`config.mk`:
```
export PLATFORM = sky130hd
export DESIGN_NAME = time_edit_engine_flat
export DESIGN_NICKNAME = d
export VERILOG_FILES = /design/src/rtl/time_edit_engine_pkg.sv /design/src/rtl/time_edit_engine_if.sv /design/src/rtl/time_edit_engine_field_stepper.sv /design/src/rtl/time_edit_engine.sv /design/src/flat_wrapper.sv
export SDC_FILE = /design/constraint.sdc
export NUM_CORES = 1
export LEC_CHECK = 0
export ABC_CLOCK_PERIOD_IN_PS = 13750
export CAP_MARGIN = 20
export CORE_MARGIN = 1
export CORE_UTILIZATION = 59
export DETAILED_ROUTE_END_ITERATION = 10
export MAX_ROUTING_LAYER = met4
export PLACE_DENSITY = 0.86
export SETUP_SLACK_MARGIN = 0.4
export SLEW_MARGIN = 20
export SYNTH_ARGS = -nofsm -noshare
export SYNTH_HDL_FRONTEND = slang
export SYNTH_HIERARCHICAL = 1
export SYNTH_SLANG_ARGS = --single-unit
```
`constraint.sdc`:
```
create_clock -name Clk -period 13.75 [get_ports Clk]
set_input_delay 2.75 -clock Clk [delete_from_list [all_inputs] [get_ports Clk]]
set_output_delay 2.75 -clock Clk [all_outputs]
set_load 0.02 [all_outputs]
```
`src/rtl/time_edit_engine_pkg.sv`:
```
// Shared types for the time/date/alarm edit engine.
// disMode codes, editable field ids, field ranges, days-in-month and cursor decode.
package clock_pkg;

    localparam logic [1:0] DM_TIME  = 2'd0;
    localparam logic [1:0] DM_DATE  = 2'd1;
    localparam logic [1:0] DM_ALARM = 2'd2;

    localparam logic [6:0] R_SEC  = 7'd60;
    localparam logic [6:0] R_HOUR = 7'd24;
    localparam logic [6:0] R_H12  = 7'd12;
    localparam logic [6:0] R_YEAR = 7'd100;

    typedef enum logic [3:0] {
        F_NONE,
        F_SEC,
        F_MIN,
        F_HOUR,
        F_HOUR12,
        F_DAY,
        F_MON,
        F_YEAR,
        F_AMIN,
        F_AHOUR,
        F_AEN
    } field_e;

    typedef struct packed {
        field_e     field;
        logic [6:0] step;
    } fstep_t;

    function automatic logic [4:0] dim(input logic [3:0] month,
                                       input logic [6:0] year);
        logic [4:0] d;
        case (month)
            4'd4, 4'd6, 4'd9, 4'd11: d = 5'd30;
            4'd2:    d = (year[1:0] == 2'b00) ? 5'd29 : 5'd28;
            default: d = 5'd31;
        endcase
        return d;
    endfunction

    // The pm toggle in the 12h layout is a +/-12 step on the 0..23 hour,
    // and the alarm enable toggle is a step of 1 on a range of 2.
    function automatic fstep_t cur2field(input logic [1:0] dm,
                                         input logic       sw,
                                         input logic [2:0] cur);
        fstep_t r;
        r.field = F_NONE;
        r.step  = cur[0] ? 7'd10 : 7'd1;
        case (dm)
            DM_DATE: begin
                case (cur)
                    3'd0, 3'd1: r.field = F_YEAR;
                    3'd2, 3'd3: r.field = F_MON;
                    3'd4, 3'd5: r.field = F_DAY;
                    default:    r.field = F_NONE;
                endcase
            end
            DM_ALARM: begin
                case (cur)
                    3'd0:       r.field = F_AEN;
                    3'd2, 3'd3: r.field = F_AMIN;
                    3'd4, 3'd5: r.field = F_AHOUR;
                    default:    r.field = F_NONE;
                endcase
            end
            default: begin
                if (!sw) begin
                    case (cur)
                        3'd0, 3'd1: r.field = F_SEC;
                        3'd2, 3'd3: r.field = F_MIN;
                        3'd4, 3'd5: r.field = F_HOUR;
                        default:    r.field = F_NONE;
                    endcase
                end else begin
                    case (cur)
                        3'd0: begin
                            r.field = F_HOUR;
                            r.step  = 7'd12;
                        end
                        3'd2, 3'd3: r.field = F_SEC;
                        3'd4, 3'd5: r.field = F_MIN;
                        3'd7: begin
                            r.field = F_HOUR12;
                            r.step  = 7'd1;
                        end
                        default: r.field = F_NONE;
                    endcase
                end
            end
        endcase
        return r;
    endfunction

endpackage

```
`src/rtl/time_edit_engine_if.sv`:
```
// Key-manager / display bus of the time edit engine.
// master drives keys and ticks; slave (the engine) drives time, date, alarm and display.
interface time_edit_engine_if;
    logic       editMode;
    logic [1:0] disMode;
    logic [2:0] editCur;
    logic       SW;
    logic       incP;
    logic       decP;
    logic       tick1Hz;
    logic       blinkTick;
    logic [4:0] hour;
    logic [5:0] min;
    logic [5:0] sec;
    logic [4:0] day;
    logic [3:0] month;
    logic [6:0] year;
    logic [4:0] almHour;
    logic [5:0] almMin;
    logic       almEn;
    logic       pm;
    logic [7:0] blinkMask;
    logic       alarmHit;

    modport master (
        output editMode, disMode, editCur, SW, incP, decP, tick1Hz, blinkTick,
        input  hour, min, sec, day, month, year, almHour, almMin, almEn,
        input  pm, blinkMask, alarmHit
    );

    modport slave (
        input  editMode, disMode, editCur, SW, incP, decP, tick1Hz, blinkTick,
        output hour, min, sec, day, month, year, almHour, almMin, almEn,
        output pm, blinkMask, alarmHit
    );
endinterface

```
`src/rtl/time_edit_engine_field_stepper.sv`:
```
// Wrapping +/-step on a 0- or 1-based field of range 2..100.
// Ports: val_i/range_i/step_i/base1_i/inc_i in, val_o wrapped result out.
module field_stepper (
    input  logic [6:0] val_i,
    input  logic [6:0] range_i,
    input  logic [6:0] step_i,
    input  logic       base1_i,
    input  logic       inc_i,
    output logic [6:0] val_o
);
    logic [7:0] v0;
    logic [7:0] rng;
    logic [7:0] sum;
    logic [7:0] red;

    // step is always below range, so one conditional subtract wraps.
    always_comb begin
        v0    = {1'b0, val_i} - {7'd0, base1_i};
        rng   = {1'b0, range_i};
        sum   = inc_i ? (v0 + {1'b0, step_i})
                      : (v0 + rng - {1'b0, step_i});
        red   = (sum >= rng) ? (sum - rng) : sum;
        val_o = red[6:0] + {6'd0, base1_i};
    end
endmodule

```
`src/rtl/time_edit_engine.sv`:
```
// Live time/date/alarm registers with 1 Hz counting, cursor edits, blink and alarm pulse.
// Ports: Clk, Rst_n (sync, active-low), bus (slave modport of time_edit_engine_if).
module time_edit_engine
    import clock_pkg::*;
#(
    parameter logic [6:0] YEAR_RST   = 7'd0,
    parameter logic       ALM_RST_EN = 1'b0
) (
    input  logic                Clk,
    input  logic                Rst_n,
    time_edit_engine_if.slave   bus
);
    logic [4:0] hour_q, hour_d;
    logic [5:0] min_q, min_d;
    logic [5:0] sec_q, sec_d;
    logic [4:0] day_q, day_d;
    logic [3:0] mon_q, mon_d;
    logic [6:0] year_q, year_d;
    logic [4:0] ahour_q, ahour_d;
    logic [5:0] amin_q, amin_d;
    logic       aen_q, aen_d;
    logic       phase_q, phase_d;
    logic       hit_q, hit_d;

    logic [1:0] dm;
    fstep_t     cf;
    logic       edit_go;
    logic       tick_go;
    logic       pm;
    logic [4:0] h12;
    logic [4:0] dnew;
    logic [6:0] st_val, st_rng, st_out;
    logic       st_b1;

    assign dm      = (bus.disMode == 2'd3) ? DM_TIME : bus.disMode;
    assign cf      = cur2field(dm, bus.SW, bus.editCur);
    assign edit_go = bus.editMode & (bus.incP ^ bus.decP)
                   & (cf.field != F_NONE);
    assign tick_go = bus.tick1Hz & ~bus.editMode;
    assign pm      = (hour_q >= 5'd12);

    always_comb begin
        if (hour_q == 5'd0)       h12 = 5'd12;
        else if (hour_q > 5'd12)  h12 = hour_q - 5'd12;
        else                      h12 = hour_q;
    end

    always_comb begin
        st_val = 7'd0;
        st_rng = 7'd1;
        st_b1  = 1'b0;
        case (cf.field)
            F_SEC:    begin st_val = {1'b0, sec_q};   st_rng = R_SEC;  end
            F_MIN:    begin st_val = {1'b0, min_q};   st_rng = R_SEC;  end
            F_HOUR:   begin st_val = {2'b0, hour_q};  st_rng = R_HOUR; end
            F_HOUR12: begin
                st_val = {2'b0, h12};
                st_rng = R_H12;
                st_b1  = 1'b1;
            end
            F_DAY: begin
                st_val = {2'b0, day_q};
                st_rng = {2'b0, dim(mon_q, year_q)};
                st_b1  = 1'b1;
            end
            F_MON: begin
                st_val = {3'b0, mon_q};
                st_rng = 7'd12;
                st_b1  = 1'b1;
            end
            F_YEAR:   begin st_val = year_q;           st_rng = R_YEAR; end
            F_AMIN:   begin st_val = {1'b0, amin_q};   st_rng = R_SEC;  end
            F_AHOUR:  begin st_val = {2'b0, ahour_q};  st_rng = R_HOUR; end
            F_AEN:    begin st_val = {6'b0, aen_q};    st_rng = 7'd2;   end
            default:  ;
        endcase
    end

    field_stepper u_step (
        .val_i   (st_val),
        .range_i (st_rng),
        .step_i  (cf.step),
        .base1_i (st_b1),
        .inc_i   (bus.incP),
        .val_o   (st_out)
    );

    always_comb begin
        hour_d  = hour_q;
        min_d   = min_q;
        sec_d   = sec_q;
        day_d   = day_q;
        mon_d   = mon_q;
        year_d  = year_q;
        ahour_d = ahour_q;
        amin_d  = amin_q;
        aen_d   = aen_q;
        hit_d   = 1'b0;
        dnew    = 5'd31;
        phase_d = edit_go   ? 1'b1 :
                  bus.blinkTick ? ~phase_q : phase_q;

        if (edit_go) begin
            case (cf.field)
                F_SEC:    sec_d  = st_out[5:0];
                F_MIN:    min_d  = st_out[5:0];
                F_HOUR:   hour_d = st_out[4:0];
                // 12 maps back to 0 within the kept am/pm half.
                F_HOUR12: hour_d = ((st_out[4:0] == 5'd12) ? 5'd0 : st_out[4:0])
                                 + (pm ? 5'd12 : 5'd0);
                F_DAY:    day_d   = st_out[4:0];
                F_MON:    mon_d   = st_out[3:0];
                F_YEAR:   year_d  = st_out;
                F_AMIN:   amin_d  = st_out[5:0];
                F_AHOUR:  ahour_d = st_out[4:0];
                F_AEN:    aen_d   = st_out[0];
                default:  ;
            endcase
            dnew = dim(mon_d, year_d);
            if ((cf.field == F_MON || cf.field == F_YEAR) && day_q > dnew)
                day_d = dnew;
        end else if (tick_go) begin
            if (sec_q != 6'd59) begin
                sec_d = sec_q + 6'd1;
            end else begin
                sec_d = 6'd0;
                if (min_q != 6'd59) begin
                    min_d = min_q + 6'd1;
                end else begin
                    min_d = 6'd0;
                    if (hour_q != 5'd23) begin
                        hour_d = hour_q + 5'd1;
                    end else begin
                        hour_d = 5'd0;
                        if (day_q < dim(mon_q, year_q)) begin
                            day_d = day_q + 5'd1;
                        end else begin
                            day_d = 5'd1;
                            if (mon_q != 4'd12) begin
                                mon_d = mon_q + 4'd1;
                            end else begin
                                mon_d  = 4'd1;
                                year_d = (year_q == 7'd99) ? 7'd0
                                                           : year_q + 7'd1;
                            end
                        end
                    end
                end
            end
            hit_d = (sec_d == 6'd0) && (hour_d == ahour_q)
                  && (min_d == amin_q) && aen_q;
        end
    end

    always_ff @(posedge Clk) begin
        if (!Rst_n) begin
            hour_q  <= 5'd0;
            min_q   <= 6'd0;
            sec_q   <= 6'd0;
            day_q   <= 5'd1;
            mon_q   <= 4'd1;
            year_q  <= YEAR_RST;
            ahour_q <= 5'd0;
            amin_q  <= 6'd0;
            aen_q   <= ALM_RST_EN;
            phase_q <= 1'b0;
            hit_q   <= 1'b0;
        end else begin
            hour_q  <= hour_d;
            min_q   <= min_d;
            sec_q   <= sec_d;
            day_q   <= day_d;
            mon_q   <= mon_d;
            year_q  <= year_d;
            ahour_q <= ahour_d;
            amin_q  <= amin_d;
            aen_q   <= aen_d;
            phase_q <= phase_d;
            hit_q   <= hit_d;
        end
    end

    assign bus.hour      = hour_q;
    assign bus.min       = min_q;
    assign bus.sec       = sec_q;
    assign bus.day       = day_q;
    assign bus.month     = mon_q;
    assign bus.year      = year_q;
    assign bus.almHour   = ahour_q;
    assign bus.almMin    = amin_q;
    assign bus.almEn     = aen_q;
    assign bus.pm        = pm;
    assign bus.alarmHit  = hit_q;
    assign bus.blinkMask = (bus.editMode & phase_q) ? (8'd1 << bus.editCur)
                                                    : 8'd0;
endmodule

```
`src/flat_wrapper.sv`:
```
// flat-port wrapper written by rule: the top's interface ports become plain ports
module time_edit_engine_flat import clock_pkg::*;
#(
    parameter logic [6:0] YEAR_RST   = 7'd0,
    parameter logic       ALM_RST_EN = 1'b0
)
  (Clk, Rst_n, bus_editMode, bus_disMode, bus_editCur, bus_SW, bus_incP, bus_decP, bus_tick1Hz, bus_blinkTick, bus_hour, bus_min, bus_sec, bus_day, bus_month, bus_year, bus_almHour, bus_almMin, bus_almEn, bus_pm, bus_blinkMask, bus_alarmHit);
  time_edit_engine_if bus_i ();
  input  logic Clk;
  input  logic Rst_n;
  input wire logic [$bits(bus_i.editMode)-1:0] bus_editMode;
  input wire logic [$bits(bus_i.disMode)-1:0] bus_disMode;
  input wire logic [$bits(bus_i.editCur)-1:0] bus_editCur;
  input wire logic [$bits(bus_i.SW)-1:0] bus_SW;
  input wire logic [$bits(bus_i.incP)-1:0] bus_incP;
  input wire logic [$bits(bus_i.decP)-1:0] bus_decP;
  input wire logic [$bits(bus_i.tick1Hz)-1:0] bus_tick1Hz;
  input wire logic [$bits(bus_i.blinkTick)-1:0] bus_blinkTick;
  output wire logic [$bits(bus_i.hour)-1:0] bus_hour;
  output wire logic [$bits(bus_i.min)-1:0] bus_min;
  output wire logic [$bits(bus_i.sec)-1:0] bus_sec;
  output wire logic [$bits(bus_i.day)-1:0] bus_day;
  output wire logic [$bits(bus_i.month)-1:0] bus_month;
  output wire logic [$bits(bus_i.year)-1:0] bus_year;
  output wire logic [$bits(bus_i.almHour)-1:0] bus_almHour;
  output wire logic [$bits(bus_i.almMin)-1:0] bus_almMin;
  output wire logic [$bits(bus_i.almEn)-1:0] bus_almEn;
  output wire logic [$bits(bus_i.pm)-1:0] bus_pm;
  output wire logic [$bits(bus_i.blinkMask)-1:0] bus_blinkMask;
  output wire logic [$bits(bus_i.alarmHit)-1:0] bus_alarmHit;
  assign bus_i.editMode = bus_editMode;
  assign bus_i.disMode = bus_disMode;
  assign bus_i.editCur = bus_editCur;
  assign bus_i.SW = bus_SW;
  assign bus_i.incP = bus_incP;
  assign bus_i.decP = bus_decP;
  assign bus_i.tick1Hz = bus_tick1Hz;
  assign bus_i.blinkTick = bus_blinkTick;
  assign bus_hour = bus_i.hour;
  assign bus_min = bus_i.min;
  assign bus_sec = bus_i.sec;
  assign bus_day = bus_i.day;
  assign bus_month = bus_i.month;
  assign bus_year = bus_i.year;
  assign bus_almHour = bus_i.almHour;
  assign bus_almMin = bus_i.almMin;
  assign bus_almEn = bus_i.almEn;
  assign bus_pm = bus_i.pm;
  assign bus_blinkMask = bus_i.blinkMask;
  assign bus_alarmHit = bus_i.alarmHit;
  time_edit_engine #(.YEAR_RST(YEAR_RST), .ALM_RST_EN(ALM_RST_EN)) u_core (.Clk(Clk), .Rst_n(Rst_n), .bus(bus_i));
endmodule
```
Yosys cells after proc, flatten, opt, wreduce, memory -nomap -nowiden
Index checks and enable logic that the tools add are counted.

operators by class
  add/sub/neg operators = 14
  order comparisons = 5
  eq/ne operators = 47
  shift operators = 1
  multiplexer cells = 81
  bitwise logic cells = 9
  reduce and logical (&&, ||, !) cells = 34

operators by type and width
  operator               number
  $mux W5                24
  $mux W7                13
  $mux W6                13
  $pmux W7 S10           1
  $mux W4                12
  $pmux W7 S6            1
  $eq A4 B3 Y1 const B   8
  $pmux W5 S2            3
  $eq A4 B4 Y1 const B   7
  $add A8 B7 Y8          2
  $eq A4 B2 Y1 const B   4
  $mux W8                2
  $pmux W7 S2            1
  $add A6 B1 Y6 const B  2
  $ne A6 B6 Y1 const B   2
  $pmux W3 S4            1
  $pmux W4 S3            1
  $reduce_and A2 Y1      6
  $reduce_or A2 Y1       6
  $add A5 B1 Y5 const B  2
  $ne A2 B1 Y1 const B   5
  $reduce_and A5 Y1      2
  $eq A3 B3 Y1 const B   3
  $pmux W3 S3            1
  other kinds (46)       69

storage, ports and cells
  bits in registers = 47
  input bits = 13
  output and inout bits = 55
  logic and storage cells = 203

Logic depth before layout (Yosys ltp)
Gate-level depths: netlist of run 1.

  depth after elaboration = 25
  depth in mapped cells = 46
  depth with buffers taken out = 44

By module
The synthesis of run 1 kept the hierarchy.

modules (own cells, without submodules)
  module            instances  cells an instance  area each (µm²)  sequential area each (µm²)
  time_edit_engine  1          590                4509.3           940.9
  field_stepper     1          221                1670.4           0.0

Least setup slack after synthesis of run 1
OpenSTA, ideal clock, no wires.

  path type = in2reg
  start point = in bus_disMode[0]
  end point = reg u_core.day_q[0], in the netlist u_core/bus.day[0]
  setup time = 0.141 ns
  arrival = 10.694 ns
  required time = 13.609 ns
  slack = 2.915 ns
  cell stages on the path = 43
  buffers on the path = 3
  cells stage by stage = inv_1 -> ha_1 -> buf_4 -> a211oi_1 -> a21oi_2 -> nand2_1 -> buf_2 -> nor3_2 -> a222oi_1 -> a21boi_1 -> nand3_1 -> inv_1 -> ha_1 -> ha_1 -> fa_1 -> inv_1 -> ha_1 -> a211oi_4 -> [... 7 more ...] -> nor2_4 -> mux2i_1 -> ha_1 -> nor3b_1 -> xnor2_1 -> mux2i_1 -> clkbuf_1 -> mux2i_1 -> mux2i_1 -> a41o_1 -> ha_1 -> nand2_1 -> o211ai_1 -> a21oi_1 -> a21oi_2 -> o31ai_4 -> mux2i_1 -> o211ai_1

on the way
  elaborated cells on any way between the ends = 61
  classes of those cells = 6 x add/sub; 2 x order compare; 22 x eq/ne; 18 x mux; 1 x bitwise; 12 x reduce/logical

RTL lines
  item                                                                  line                                  text
  start: declaration                                                    flat_wrapper.sv:12                    input wire logic [$bits(bus_i.disMode)-1:0] bus_disMode;
  $eq A2 B2 Y1                                                          time_edit_engine.sv:35                assign dm = (bus.disMode == 2'd3) ? DM_TIME : bus.disMode;
  $mux W2 *                                                             time_edit_engine.sv:35
  $eq A2 B2 Y1 / $eq A2 B1 Y1 (equally long branches)                   time_edit_engine_pkg.sv:52            case (dm)
  $pmux W4 S2 *                                                         time_edit_engine_pkg.sv:52
  $eq A4 B4 Y1, or another cell as far along                            time_edit_engine.sv:52                case (cf.field)
  $pmux W7 S10 *                                                        time_edit_engine.sv:52
  named net u_core.st_val[0]                                            time_edit_engine.sv:32                logic [6:0] st_val, st_rng, st_out;
  $sub A7 B1 Y8 *                                                       time_edit_engine_field_stepper.sv:18  v0 = {1'b0, val_i} - {7'd0, base1_i};
  [... 6 more ...]                                                      n/a
  named net u_core.st_out[3]                                            time_edit_engine.sv:32
  [... 2 more ...]                                                      n/a
  $eq A4 B3 Y1 / $eq A4 B4 Y1 (equally long branches)                   time_edit_engine_pkg.sv:36            case (month)
  $reduce_or A4 Y1                                                      time_edit_engine_pkg.sv:36
  $pmux W5 S2 *                                                         time_edit_engine_pkg.sv:36
  $mux W5 *                                                             time_edit_engine.sv:103               if (edit_go) begin
  $gt A5 B5 Y1                                                          time_edit_engine.sv:120               if ((cf.field == F_MON || cf.field == F_YEAR) && day_q > dnew)
  $logic_and A1 B1 Y1                                                   time_edit_engine.sv:120
  $ne A3 B3 Y1 (no source line) / $mux W5 (equally long branches)       n/a
  $reduce_and A5 Y1 (no source line) / $mux W5 (equally long branches)  n/a
  end signal: assignment                                                time_edit_engine.sv:172               day_q <= day_d;
  end: declaration                                                      time_edit_engine.sv:16                logic [4:0] day_q, day_d;

The timed path passes the listed nets; every way through them passes the cells marked *. The select of a mux whose other input is x is not followed.
A chain may end at the register's enable or synchronous reset.

Final worst setup path of run 1
Same ends and word-level chain as after synthesis.

==> flow_summary_export.csv, run 1 <==
group,metric,value,unit
status,status,"completed",
yosys,avgSynthCellArea,7.62,um2
yosys,synth_cells,811,
detailed_routing,ant_nets,0,
clock_network,cts_made_buffers,5,
timing,fin_tns_setup,0,ns
worst_setup_path,worst_path_most_repeated_cell,"ha_1",
worst_setup_path,arrival,12.90,ns
clock_network,cts_sinks,47,
timing,fmax,0.0786,GHz
yosys,ys_seq_elements,47,
yosys,ys_top_cells_by_area,"dfxtp_1 15%, ha_1 9.7%, nand2_1 5.4%",
final_layout,diodes,0,
worst_setup_path,slowest_delay,0.62,ns
worst_hold_path,hp-class,"reg -> reg",
yosys,netlist_area,6180,um2
final_layout,area_delta_synth_final,11.9,%
pwr,powerDensity,113,nW/um2
placed_design,dp_hpwl,15000,um
timing,rsz0062_at_grt,"false",
worst_setup_path,worstPathMaxFanout,14,
clock_network,clock_latency,0.32,ns
placed_design,io_buffers,67,
detailed_routing,firstDrtPassIters,6,
timing,final-setup-viol-count,0,
yosys,ys_top_cells_by_count,"89 x nand2_1, 72 x nor2_1, 62 x inv_1",
detailed_routing,via_per_inst,6.68,
yosys,synth.top_cell.area_share,0.152,
worst_setup_path,rrSetupSlack,4.30,ns
clock_network,path_clk_slew,0.09,ns
final_layout,fillers,853,
worst_setup_path,required,13.92,ns
global_route,overflow,0,
yosys,yosys_warnings,6,
final_layout,layout.nets,921,
worst_setup_path,worst_setup_path_start_kind,"primary input",
timing,worst_slew_pin_slew,1.06,ns
floorplanning,start_util,0.621,
final_layout,fin_area,6920,um2
pwr,peakVddDrop,0.000100,V
detailed_routing,drcViolationCount,0,
placed_design,post-place-ws,0.941,ns
timing,finalHoldViolations,0,
yosys,ys_seq_area_frac,0.152,
timing,min_period,12.73,ns
yosys,ys_types,99,
worst_setup_path,end_kind,"register",
floorplanning,design.core.area,9950,um2
global_route,grt_max_degree,38,
floorplanning,fp-row-count,36,
global_route,grt_pass1_wl,31900,um
timing,final_max_slew_viol_count,0,
detailed_routing,vias,6564,
clock_network,cts.root.buffer_cell,"clkbuf_8",
clock_network,cts_resized,0,
placed_design,dpl_cell_area,6810,um2
yosys,synth_top_cell_by_area,"dfxtp_1",
worst_setup_path,path_class,"in -> reg",
clock_network,cts_tree,"yes",
floorplanning,chipWidth,104,um
floorplanning,die_y,104,um
global_route,first_global_vias,6131,
yosys,synth_edf_count,0,
detailed_routing,routedWlPerCell,20.0,um
pwr,power_leakage,0.00281,uW
clock_network,ctsHoldBuffers,0,
timing,fin_skew,0.0122,ns
detailed_routing,drt_wl_total,19700,um
yosys,synth.most_common_cell,"nand2_1",
clock_network,cts_setup_buffers,0,
worst_setup_path,cpMaxStageDelayCell,"ha_1",
timing,relSlewSlack,0.295,
detailed_routing,drt_iter0_drc,611,
clock_network,clockBufferDepth,2,
final_layout,layout-drive-gt1-share,0.0718,
floorplanning,die_area,10900,um2
yosys,synthArstFlopShare,0,
clock_network,h-tree-depth,2,
placed_design,place.gp.congestion,0.978,
global_route,track_usage,0.374,
timing,setup_ws,1.02,ns
flow_run,cap_viol_max_count,0,
yosys,synth_top_flop_cell,"dfxtp_1",
global_route,antenna_found_initial,0,
timing,period_share,0.926,
floorplanning,ios,68,
==> per-layer routing <==
layer  vias to the layer above  routed length, um  GRT usage
li1                       3001                  -          -
met2                       387               8950      0.579
met4                         0                852      0.182
met3                        75               1810     0.0464
met5                         -                  0          -
met1                      3101               8080      0.480
==> logic make-up (layout without fill, tap and decap cells) <==
family,count (synthesis),count (layout),synth area share
flops,47,47,0.152
xor+xnor,41,41,0.0593
buf+inv,107,141,0.0784
mux,31,31,0.0522
simple gates,302,302,0.244
other cells,1,6,0.000607
fa+ha+maj,58,58,0.130
compound gates,224,224,0.284
==> final cells by class <==
class,count,area [um2],share of cell area
repair buffers,70,693,0.100
flip-flops and latches,47,941,0.136
clock buffers,6,72.6,0.0105
multi-input cells,662,4770,0.690
clock inverters,1,30.0,0.00434
inverters,64,240,0.0347
well taps,133,166,0.0241
==> flip-flops by register name, indices dropped and copies added, names as in the netlist <==
signal and cells:
u_core/bus.min 6, u_core/bus.sec 6, u_core/bus.day 5, u_core/bus.month 4
u_core/bus.almEn 1, u_core/bus.almHour 5, u_core/bus.almMin 6, u_core/bus.hour 5
u_core/phase_q 1, u_core/bus.year 7, u_core/bus.alarmHit 1
==> final timing paths <==
check / from / to / depth (start not counted)
setup / recovery: bus_disMode[0] / u_core/bus.day[0] / 42
hold / removal: u_core/bus.day[4] / u_core/bus.day[4] / 2
setup reg to reg: u_core/bus.hour[0] / u_core/bus.day[0] / 41
hold reg to reg: u_core/bus.day[4] / u_core/bus.day[4] / 2
==> cells in the final DEF, fill, tap and decap left out, drive strengths merged, types with 27 or more instances in the layout <==
master,n
ha,48
nand2,92
a21oi,59
mux2i,27
inv,63
clkdlybuf4s50,67
nor2,73
dfxtp,47
o21ai,40
nor3,27
nand3,33
==> where the power goes <==
group,leakage [uW],switching [uW],internal (uW)
registers,0.000381,12.6,141
logic,0.00238,328,196
clock network,0.0000513,52.0,53.5
total,0.00281,392,390
==> critical path: cells and delay by family <==
kind / cells / cell delay [ns]
multiplexers: 4 / 1.02
AND/OR/NAND/NOR: 11 / 2.42
buffers and inverters: 4 / 0.66
adder cells (fa/ha/maj): 9 / 3.18
AO/OA/AOI/OAI: 14 / 2.85
==> metrics by stage <==
step	instances	hold WS, ns	power (uW)	util
2_1_floorplan	816	0.553	527	-
3_3_place_gp	976	0.545	647	0.685
3_5_place_dp	976	0.544	663	0.685
4_1_cts	983	0.556	765	0.695
5_1_grt	983	0.587	828	0.695
6_report	983	0.583	783	0.695
Power figures use the tool's default switching activity.
==> run 2: changes to the inputs <==
- SLEW_MARGIN: 20 -> 30
==> run 2 against run 1 <==
Compared with the run above:
- worst setup slack lost 0.0036 ns
- final cell count rose by 0.31%
- worst hold slack got worse by 0.0094 ns
- sequential cell count is the same
- largest cell class unchanged
- combinational power barely moved
==> flow_summary_export.csv, run 2 (synthesis gave the netlist of run 1 again) <==
group,metric,value,unit
floorplanning,chipWidth,104,um
placed_design,placed_cells,977,
timing,relSlewSlack,0.400,
clock_network,cts_made_buffers,5,
timing,fin_tns_setup,0,ns
timing,final_max_slew_viol_count,0,
final_layout,layout-drive-gt1-share,0.0751,
timing,worst_slew_pin_slew,0.897,ns
clock_network,clockBufferDepth,2,
clock_network,cts_tree,"yes",
floorplanning,design.core.area,9950,um2
clock_network,cts_resized,0,
floorplanning,start_util,0.621,
detailed_routing,vias,6642,
worst_setup_path,worst_path_most_repeated_cell,"ha_1",
flow_run,cap_viol_max_count,0,
timing,min_period,12.73,ns
timing,rsz0062_at_grt,"false",
worst_setup_path,arrival,12.90,ns
pwr,p_sw_frac,0.506,
pwr,comb_power_share,0.674,
worst_setup_path,end_kind,"register",
final_layout,instances_no_fill,986,
detailed_routing,firstDrtPassIters,8,
global_route,overflow,0,
detailed_routing,routedWlPerCell,20.2,um
clock_network,cts_sinks,47,
worst_setup_path,crit_buf_inv,4,
global_route,antenna_found_initial,1,
final_layout,largest_reg_flops,7,
pwr,p_sw,393,uW
pwr,peakVddDrop,0.0000882,V
placed_design,io_buffers,67,
detailed_routing,ant_nets,0,
pwr,seqPwrFrac,0.198,
timing,finalHoldViolations,0,
timing,fmax,0.0785,GHz
final_layout,most-common-layout-cells,"89 x nand2_1, 72 x nor2_1, 67 x clkdlybuf4s50_1",
detailed_routing,drcViolationCount,0,
detailed_routing,drt_iter0_drc,675,
clock_network,h-tree-depth,2,
floorplanning,ios,68,
placed_design,place.gp.congestion,0.978,
worst_setup_path,ff2ff_path_depth,41,
final_layout,multi_input_area,4770,um2
detailed_routing,via_per_inst,6.74,
worst_hold_path,hp-class,"reg -> reg",
timing,period_share,0.926,
clock_network,ctsHoldBuffers,0,
clock_network,path_clk_slew,0.09,ns
worst_setup_path,cp_top_family,"adder cells",
worst_setup_path,slowest_delay,0.63,ns
worst_setup_path,required,13.91,ns
worst_setup_path,path_class,"in -> reg",
worst_setup_path,cp.depth,42,
placed_design,dp_hpwl,15100,um
global_route,grt_pass1_wl,32000,um
final_layout,area_delta_synth_final,12.2,%
worst_setup_path,cpMaxStageDelayCell,"ha_1",
clock_network,clock_latency,0.32,ns
final_layout,layout.nets,922,
worst_hold_path,hold_depth,2,
worst_setup_path,worstPathMaxFanout,14,
timing,fin_skew,0.0168,ns
pwr,powerDensity,112,nW/um2
global_route,first_global_vias,6098,
final_layout,fillers,873,
pwr,power_leakage,0.00282,uW
floorplanning,die_y,104,um
floorplanning,die_area,10900,um2
clock_network,cts.root.buffer_cell,"clkbuf_8",
floorplanning,fp-row-count,36,
pwr,clkPwrFrac,0.127,
detailed_routing,drt_wl_total,19900,um
final_layout,regArea,941,um2
worst_setup_path,worst_setup_path_start_kind,"primary input",
final_layout,layout_commonest_cell,"nand2_1",
pwr,intPower,383,uW
timing,final-setup-viol-count,0,
clock_network,cts_setup_buffers,0,
global_route,grt_max_degree,37,
global_route,track_usage,0.373,
status,status,"completed",
final_layout,fin_util,0.697,
==> run 2: metrics by stage <==
| step | hold slack, ns | worst slack (ns) | total power [uW] | cell area, um2 |
|---|---|---|---|---|
| floorplan | 0.553 | 2.92 | 527 | 6200 |
| global placement | 0.545 | 1.39 | 647 | 6810 |
| detailed placement | 0.554 | 1.00 | 663 | 6830 |
| CTS | 0.566 | 1.27 | 761 | 6930 |
| global route | 0.611 | 0.566 | 822 | 6940 |
| finish | 0.574 | 1.02 | 776 | 6940 |
==> run 2: area by class of cell <==
type,instances,share of cell area
multi-input combinational,662,0.688
sequential,47,0.136
timing repair buffer,71,0.102
inverter,64,0.0346
tap,133,0.0240
clock buffer,7,0.0139
clock inverter,1,0.00108
antenna,1,0.000361
==> run 2: final timing paths <==
check / endpoint / slack (ns) / start
max reg2reg: u_core/bus.day[0] / 4.26 / u_core/bus.hour[0]
min: u_core/bus.day[4] / 0.57 / u_core/bus.day[4]
max: u_core/bus.day[0] / 1.02 / bus_disMode[0]
min reg2reg: u_core/bus.day[4] / 0.57 / u_core/bus.day[4]
==> run 2: metal layers <==
metal | part of all wire | track usage
met3 | 0.10 | 0.0533
met4 | 0.037 | 0.153
met1 | 0.41 | 0.482
met2 | 0.45 | 0.581
met5 | 0 | -
==> run 2: worst register-to-register path, delay by kind of cell, from the launching register on <==
| kind | cells | cell delay (ns) |
|---|---|---|
| adders and majority gates | 9 | 2.68 |
| AOI/OAI and AO/OA | 15 | 3.38 |
| DFF | 1 | 0.42 |
| buffers and inverters | 3 | 0.30 |
| muxes | 4 | 1.00 |
| and+or+nand+nor | 10 | 1.53 |
==> run 2: power groups by stage <==
stage	clock, uW	combinational (uW)	sequential [uW]
CTS	98.8	509	153
finish	98.8	523	154
detailed placement	0	507	156
global route	105	562	155
global placement	0	491	156
floorplan	0	371	155
==> run 3: changes to the inputs <==
--- a/config.mk
+++ b/config.mk
@@ -9,3 +9,2 @@
 export CAP_MARGIN = 20
-export CORE_MARGIN = 1
 export CORE_UTILIZATION = 59
==> constraint.sdc (replaced) <==
create_clock -name Clk -period 13.75 [get_ports Clk]
set_input_delay 2.0625 -clock Clk [delete_from_list [all_inputs] [get_ports Clk]]
set_output_delay 2.0625 -clock Clk [all_outputs]
set_load 0.02 [all_outputs]
==> run 3 against run 2 <==
Compared with the run above:
- maximum frequency up 6.6%
- sequential share of layout area up 0.052 points
- worst hold slack worse by 0.0032 ns
- wire length down 2.2%
- sequential power about the same
- clock skew down 0.0059 ns
- final cell count down 0.20%
- register-to-register slack better by 0.14 ns
- largest cell class unchanged
==> flow_summary_export.csv, run 3 (synthesis gave the netlist of run 1 again) <==
group,metric,value,unit
final_layout,diodes,0,
placed_design,place.gp.congestion,0.979,
placed_design,post-place-ws,1.70,ns
floorplanning,chipWidth,104,um
clock_network,path_clk_slew,0.09,ns
final_layout,layout-drive-gt1-share,0.0740,
global_route,grt_pass1_wl,31200,um
detailed_routing,firstDrtPassIters,7,
placed_design,dp_hpwl,14700,um
worst_setup_path,ff2ff_path_depth,42,
final_layout,layout.nets,921,
timing,final-setup-viol-count,0,
worst_setup_path,required,13.92,ns
timing,period_share,0.869,
clock_network,cts_setup_buffers,0,
timing,relSlewSlack,0.284,
global_route,antenna_found_initial,0,
flow_run,cap_viol_max_count,0,
detailed_routing,drcViolationCount,0,
final_layout,largest_reg_flops,7,
detailed_routing,drt_iter0_drc,689,
worst_hold_path,hp-class,"reg -> reg",
floorplanning,fp-row-count,36,
final_layout,fin_area,6910,um2
detailed_routing,vias,6545,
final_layout,layout_commonest_cell,"nand2_1",
floorplanning,design.core.area,9950,um2
floorplanning,start_util,0.621,
detailed_routing,ant_nets,0,
timing,min_period,11.95,ns
clock_network,clockBufferDepth,2,
worst_setup_path,cp-startpoint,"bus_disMode[0]",
worst_setup_path,reg2reg_from,"u_core/bus.hour[0]",
timing,setup_ws,1.80,ns
worst_setup_path,cp_top_family,"compound AO/OA/AOI/OAI gates",
worst_hold_path,holdPathEnd,"u_core/bus.day[4]",
worst_setup_path,rrSetupSlack,4.40,ns
pwr,peakVddDrop,0.000104,V
worst_setup_path,slowest_delay,0.62,ns
worst_setup_path,worst_path_most_repeated_cell,"ha_1",
timing,fmax,0.0837,GHz
global_route,track_usage,0.366,
clock_network,cts_tree,"yes",
worst_setup_path,worstPathMaxFanout,14,
floorplanning,die_y,104,um
timing,rsz0062_at_grt,"false",
final_layout,area_delta_synth_final,11.8,%
final_layout,most-common-layout-cells,"89 x nand2_1, 72 x nor2_1, 67 x clkdlybuf4s50_1",
clock_network,h-tree-depth,2,
floorplanning,die_area,10900,um2
clock_network,cts.root.buffer_cell,"clkbuf_8",
pwr,power_leakage,0.00281,uW
detailed_routing,drt_wl_total,19500,um
pwr,powerDensity,110,nW/um2
worst_setup_path,end_kind,"register",
timing,worst_slew_pin_slew,1.04,ns
detailed_routing,via_per_inst,6.65,
status,status,"completed",
placed_design,dpl_cell_area,6810,um2
detailed_routing,routedWlPerCell,19.8,um
floorplanning,ios,68,
timing,finalHoldViolations,0,
clock_network,cts_resized,0,
worst_setup_path,worst_setup_path_start_kind,"primary input",
clock_network,ctsHoldBuffers,0,
timing,fin_skew,0.0109,ns
timing,final_max_slew_viol_count,0,
timing,holdWs,0.571,ns
worst_hold_path,hold_start,"u_core/bus.day[4]",
placed_design,io_buffers,67,
global_route,grt_max_degree,38,
worst_setup_path,path_class,"in -> reg",
worst_setup_path,cpMaxStageDelayCell,"ha_1",
clock_network,clock_latency,0.33,ns
worst_setup_path,arrival,12.11,ns
worst_setup_path,r2r_end,"u_core/bus.day[0]",
timing,fin_tns_setup,0,ns
worst_hold_path,hold_depth,2,
worst_setup_path,crit_buf_inv,5,
clock_network,cts_sinks,47,
global_route,first_global_vias,6043,
global_route,overflow,0,
clock_network,cts_made_buffers,5,
## run 3: worst max-delay path by stage
stage / end / cells past startpoint
floorplan: u_core/bus.day[0] / 43
global placement: u_core/bus.day[0] / 43
detailed placement: u_core/bus.day[0] / 42
CTS: u_core/bus.day[0] / 42
global route: u_core/bus.day[0] / 43
finish: u_core/bus.day[0] / 43
## run 3: stage by stage
stage / cells / total power (uW) / utilization
2_1_floorplan: 816 / 527 / -
3_3_place_gp: 975 / 640 / 0.684
3_5_place_dp: 975 / 656 / 0.684
4_1_cts: 983 / 745 / 0.693
5_1_grt: 984 / 807 / 0.694
6_report: 984 / 759 / 0.694
## run 3: layout make-up
class | instances | area [um2]
timing repair buffer | 70 | 701
fill | 834 | 3050
clock inverter | 3 | 18.8
clock buffer | 5 | 68.8
tap | 133 | 166
multi-input combinational | 662 | 4770
inverter | 64 | 240
sequential | 47 | 941
## run 3: worst register-to-register path, delay by kind of cell (launching register included)
| kind | cells | cell delay (ns) |
|---|---|---|
| adders and majority gates | 9 | 2.56 |
| AOI/OAI and AO/OA | 15 | 3.64 |
| buffers and inverters | 4 | 0.39 |
| and+or+nand+nor | 11 | 1.48 |
| DFF | 1 | 0.42 |
| muxes | 3 | 0.69 |
## run 3: routing by layer
layer	share of wire	vias to the layer above	global-route usage	routed length, um
li1	-	2998	-	-
met1	0.40	3036	0.471	7760
met2	0.45	443	0.573	8850
met3	0.11	68	0.0514	2110
met4	0.038	0	0.154	742
met5	0	-	-	0
## run 3: where the power goes
group	total [uW]	leakage (uW)	internal, uW	switching (uW)
Clock	91.7	0.0000483	36.0	55.7
Combinational	514	0.00238	190	324
Sequential	154	0.000381	141	12.6
==> variant (flow settings as in run 1) <==
`ALM_RST_EN` is set to 1'b0 in 2 places; all go to 1'b1.
--- a/src/rtl/time_edit_engine.sv
+++ b/src/rtl/time_edit_engine.sv
@@ -4,7 +4,7 @@
     import clock_pkg::*;
 #(
     parameter logic [6:0] YEAR_RST   = 7'd0,
-    parameter logic       ALM_RST_EN = 1'b0
+    parameter logic       ALM_RST_EN = 1'b1
 ) (
     input  logic                Clk,
     input  logic                Rst_n,
--- a/src/flat_wrapper.sv
+++ b/src/flat_wrapper.sv
@@ -2,7 +2,7 @@
 module time_edit_engine_flat import clock_pkg::*;
 #(
     parameter logic [6:0] YEAR_RST   = 7'd0,
-    parameter logic       ALM_RST_EN = 1'b0
+    parameter logic       ALM_RST_EN = 1'b1
 )
   (Clk, Rst_n, bus_editMode, bus_disMode, bus_editCur, bus_SW, bus_incP, bus_decP, bus_tick1Hz, bus_blinkTick, bus_hour, bus_min, bus_sec, bus_day, bus_month, bus_year, bus_almHour, bus_almMin, bus_almEn, bus_pm, bus_blinkMask, bus_alarmHit);
   time_edit_engine_if bus_i ();
Behaviour: not the same (Yosys sat finds a counterexample within 4 cycles, from zero or initial values and one cycle with Rst_n low).
==> variant against run 1 <==
Global-route usage fell by 0.62 points; area after synthesis fell by 2.1%; sequential cell count did not move; fmax rose by 1.5%; register-to-register slack improved by 0.24 ns; combinational power rose by 0.8%; die area fell by 2.1%; wire length fell by 3.0%; via count rose by 1.4%; total power fell by 1.8%; final cell count rose by 1.0%; cell area fell by 0.96%; setup slack improved by 0.19 ns.
==> variant: results (changes against run 1) <==
Run status
  – Outcome: finished clean

Synth
  – Synth area leaders: dfxtp_1 16%, ha_1 9.9%, a21oi_1 5.2%
  – Synth Warn #: 6 (unchanged)
  – Post-synth top flop: dfxtp_1
  – Post-synthesis xor/xnor area fraction: 0.0621 (+0.00274)
  – Multiplexer share of the synthesized area: 0.0532 (+0.000928)
  – Synth top cells by count: 81 x nand2_1, 69 x nor2_1, 65 x inv_1
  – Fraction of the mapped netlist area in adder cells: 0.132 (+0.00281)
  – Cell variety after synth: 89 (-10%)
  – Seq/Total Area, Yosys: 0.156 (+0.00331)
  – Compound-cell area share of the yosys netlist: 0.276 (-0.00811)
  – FFs w/ async S/R, synth: 0 (unchanged)

Placed design
  – Port buffer count: 67 (unchanged)
  – Post-DP HPWL: 14400 microns (-3.9%)
  – Routability cong.: 1.02 (+4.8%)

Global route
  – GRT met1 Usage: 0.488 (+0.00717)
  – GRT Overall Usage: 0.367 (-0.00622)
  – First-pass GRT wire length: 29700 microns (-7.0%)
  – Top Usage Layer GRT: met2
  – Largest net degree at the start of global routing: 42 (+11%)
  – M2 GR Usage: 0.595 (+0.0169)
  – Global-route met3 utilization: 0.0403 (-0.00604)
  – Vias in the first global route: 6060 (-1.2%)
  – Initial antenna violation count: 0 (unchanged)

Cells and area
  – Nets: 930 (+0.98%)
  – Number of flip-flops in the largest register: 7 (unchanged)
  – Share of layout cells above drive strength 1: 0.0674 (-0.00432)
  – Number of diodes: 0 (unchanged)

Power and ir drop
  – Switching Share: 0.509 (+0.00789)
  – Static leakage power: 2.70 nW (-3.9%)
  – Maximum vdd ir drop: 0.0000727 V (-28%)

Critical path
  – Worst path arrival time: 12.74 ns (-0.16 ns)
  – R2r endpoint: u_core/bus.day[4]$_SDFFE_PN0P_
  – Critical path launch point: bus_disMode[0]
  – R2R Setup Slk: 4.54 ns (+0.24 ns)
  – Crit Path Class: in2reg
  – Worst path slowest cell: fa_1
  – R2R depth: 39 (-4.9%)
  – Crit path largest cell delay: 0.50 ns (-0.12 ns)
  – RR Startpoint: u_core/bus.hour[2]$_SDFFE_PN0P_
  – Worst-path fanout max: 12 (-2)

Drt
  – DRT Pass-1 Iters: 7 (+1)
  – DRT iter0 DRCs: 694 (+14%)
  – Post-Route WL: 19100 microns (-3.0%)
  – Via Count: 6657 (+1.4%)

CTS
  – Longest Clk Path Bufs: 2 (unchanged)
  – Clk slew on worst S/H paths: approximately 0.1 ns
  – Htree depth: 2 (unchanged)
  – Post-CTS sizing: 0 (unchanged)
  – Clk_lat worst skew: a little over 0.3 ns
  – Root Buffer Master: clkbuf_8

STA
  – Clock skew: 0.0122 ns (+0.00000290 ns)
  – Relative slew margins: 0.317 (+0.0220)

Min path
  – Hold WC Path Type: reg2reg
  – Worst Hold Path Cells: 2 (unchanged)
variant: final cells by class:
type                    instances  area (sq um)
multi-input cells             668          4700
fillers                       800          3010
inverters                      65           244
well taps                     133           166
clock inverters                 2          16.3
repair buffers                 72           708
clock buffers                   6          72.6
flip-flops and latches         47           941
variant: kinds of logic (layout without fill, tap and decap cells):
| group | after synthesis | count (layout) |
|---|---|---|
| DFF | 47 | 47 |
| xor gates and xnor gates | 42 | 42 |
| other | 1 | 6 |
| and+or+nand+nor | 298 | 298 |
| muxes | 29 | 29 |
| adders and majority gates | 58 | 58 |
| buffers and inverters | 106 | 145 |
| AOI/OAI and AO/OA | 235 | 235 |
variant: how the worst min path moves through the flow:
| stage | startpoint | slack, ns | to |
|---|---|---|---|
| 6_report | u_core/bus.almHour[1]$_SDFFE_PN0P_ | 0.53 | u_core/bus.almHour[1]$_SDFFE_PN0P_ |
| 5_1_grt | u_core/bus.almHour[1]$_SDFFE_PN0P_ | 0.54 | u_core/bus.almHour[1]$_SDFFE_PN0P_ |
| 4_1_cts | u_core/bus.almHour[1]$_SDFFE_PN0P_ | 0.53 | u_core/bus.almHour[1]$_SDFFE_PN0P_ |
| 3_5_place_dp | u_core/bus.almHour[1]$_SDFFE_PN0P_ | 0.51 | u_core/bus.almHour[1]$_SDFFE_PN0P_ |
| 3_3_place_gp | u_core/bus.almHour[3]$_SDFFE_PN0P_ | 0.50 | u_core/bus.almHour[3]$_SDFFE_PN0P_ |
| 2_1_floorplan | u_core/phase_q$_SDFFE_PN0P_ | 0.55 | u_core/phase_q$_SDFFE_PN0P_ |
variant: power groups by stage:
stage / clock [W] / combinational (W) / sequential [W]
after CTS: 0.0000885 / 0.000509 / 0.000152
after global routing: 0.0000928 / 0.000562 / 0.000153
after detailed placement: 0 / 0.000506 / 0.000155
final: 0.0000887 / 0.000527 / 0.000152
after floorplan: 0 / 0.000373 / 0.000155
after global placement: 0 / 0.000492 / 0.000155
variant: worst max-delay path: cells and delay by family:
kind | cells | cell delay [ns]
adders and majority gates | 9 | 2.98
buffers and inverters | 5 | 0.78
AOI/OAI and AO/OA | 12 | 2.56
muxes | 4 | 1.20
xor gates and xnor gates | 1 | 0.11
and+or+nand+nor | 11 | 2.35
variant: routing by layer:
metal  up-vias  routed length [microns]
li1       3051                        -
met1      3169                     8000
met2       390                     8780
met3        47                     1880
met4         0                      444
met5         -                        0
variant: through the flow:
step	utilization	cells	power [W]	instance area, sq um	setup WS (ns)
floorplan	-	821	0.000528	6070	2.74
global placement	0.685	985	0.000647	6760	1.60
detailed placement	0.685	985	0.000661	6760	1.14
CTS	0.694	993	0.000749	6850	1.47
global route	0.694	993	0.000808	6850	0.575
finish	0.694	993	0.000768	6850	1.21
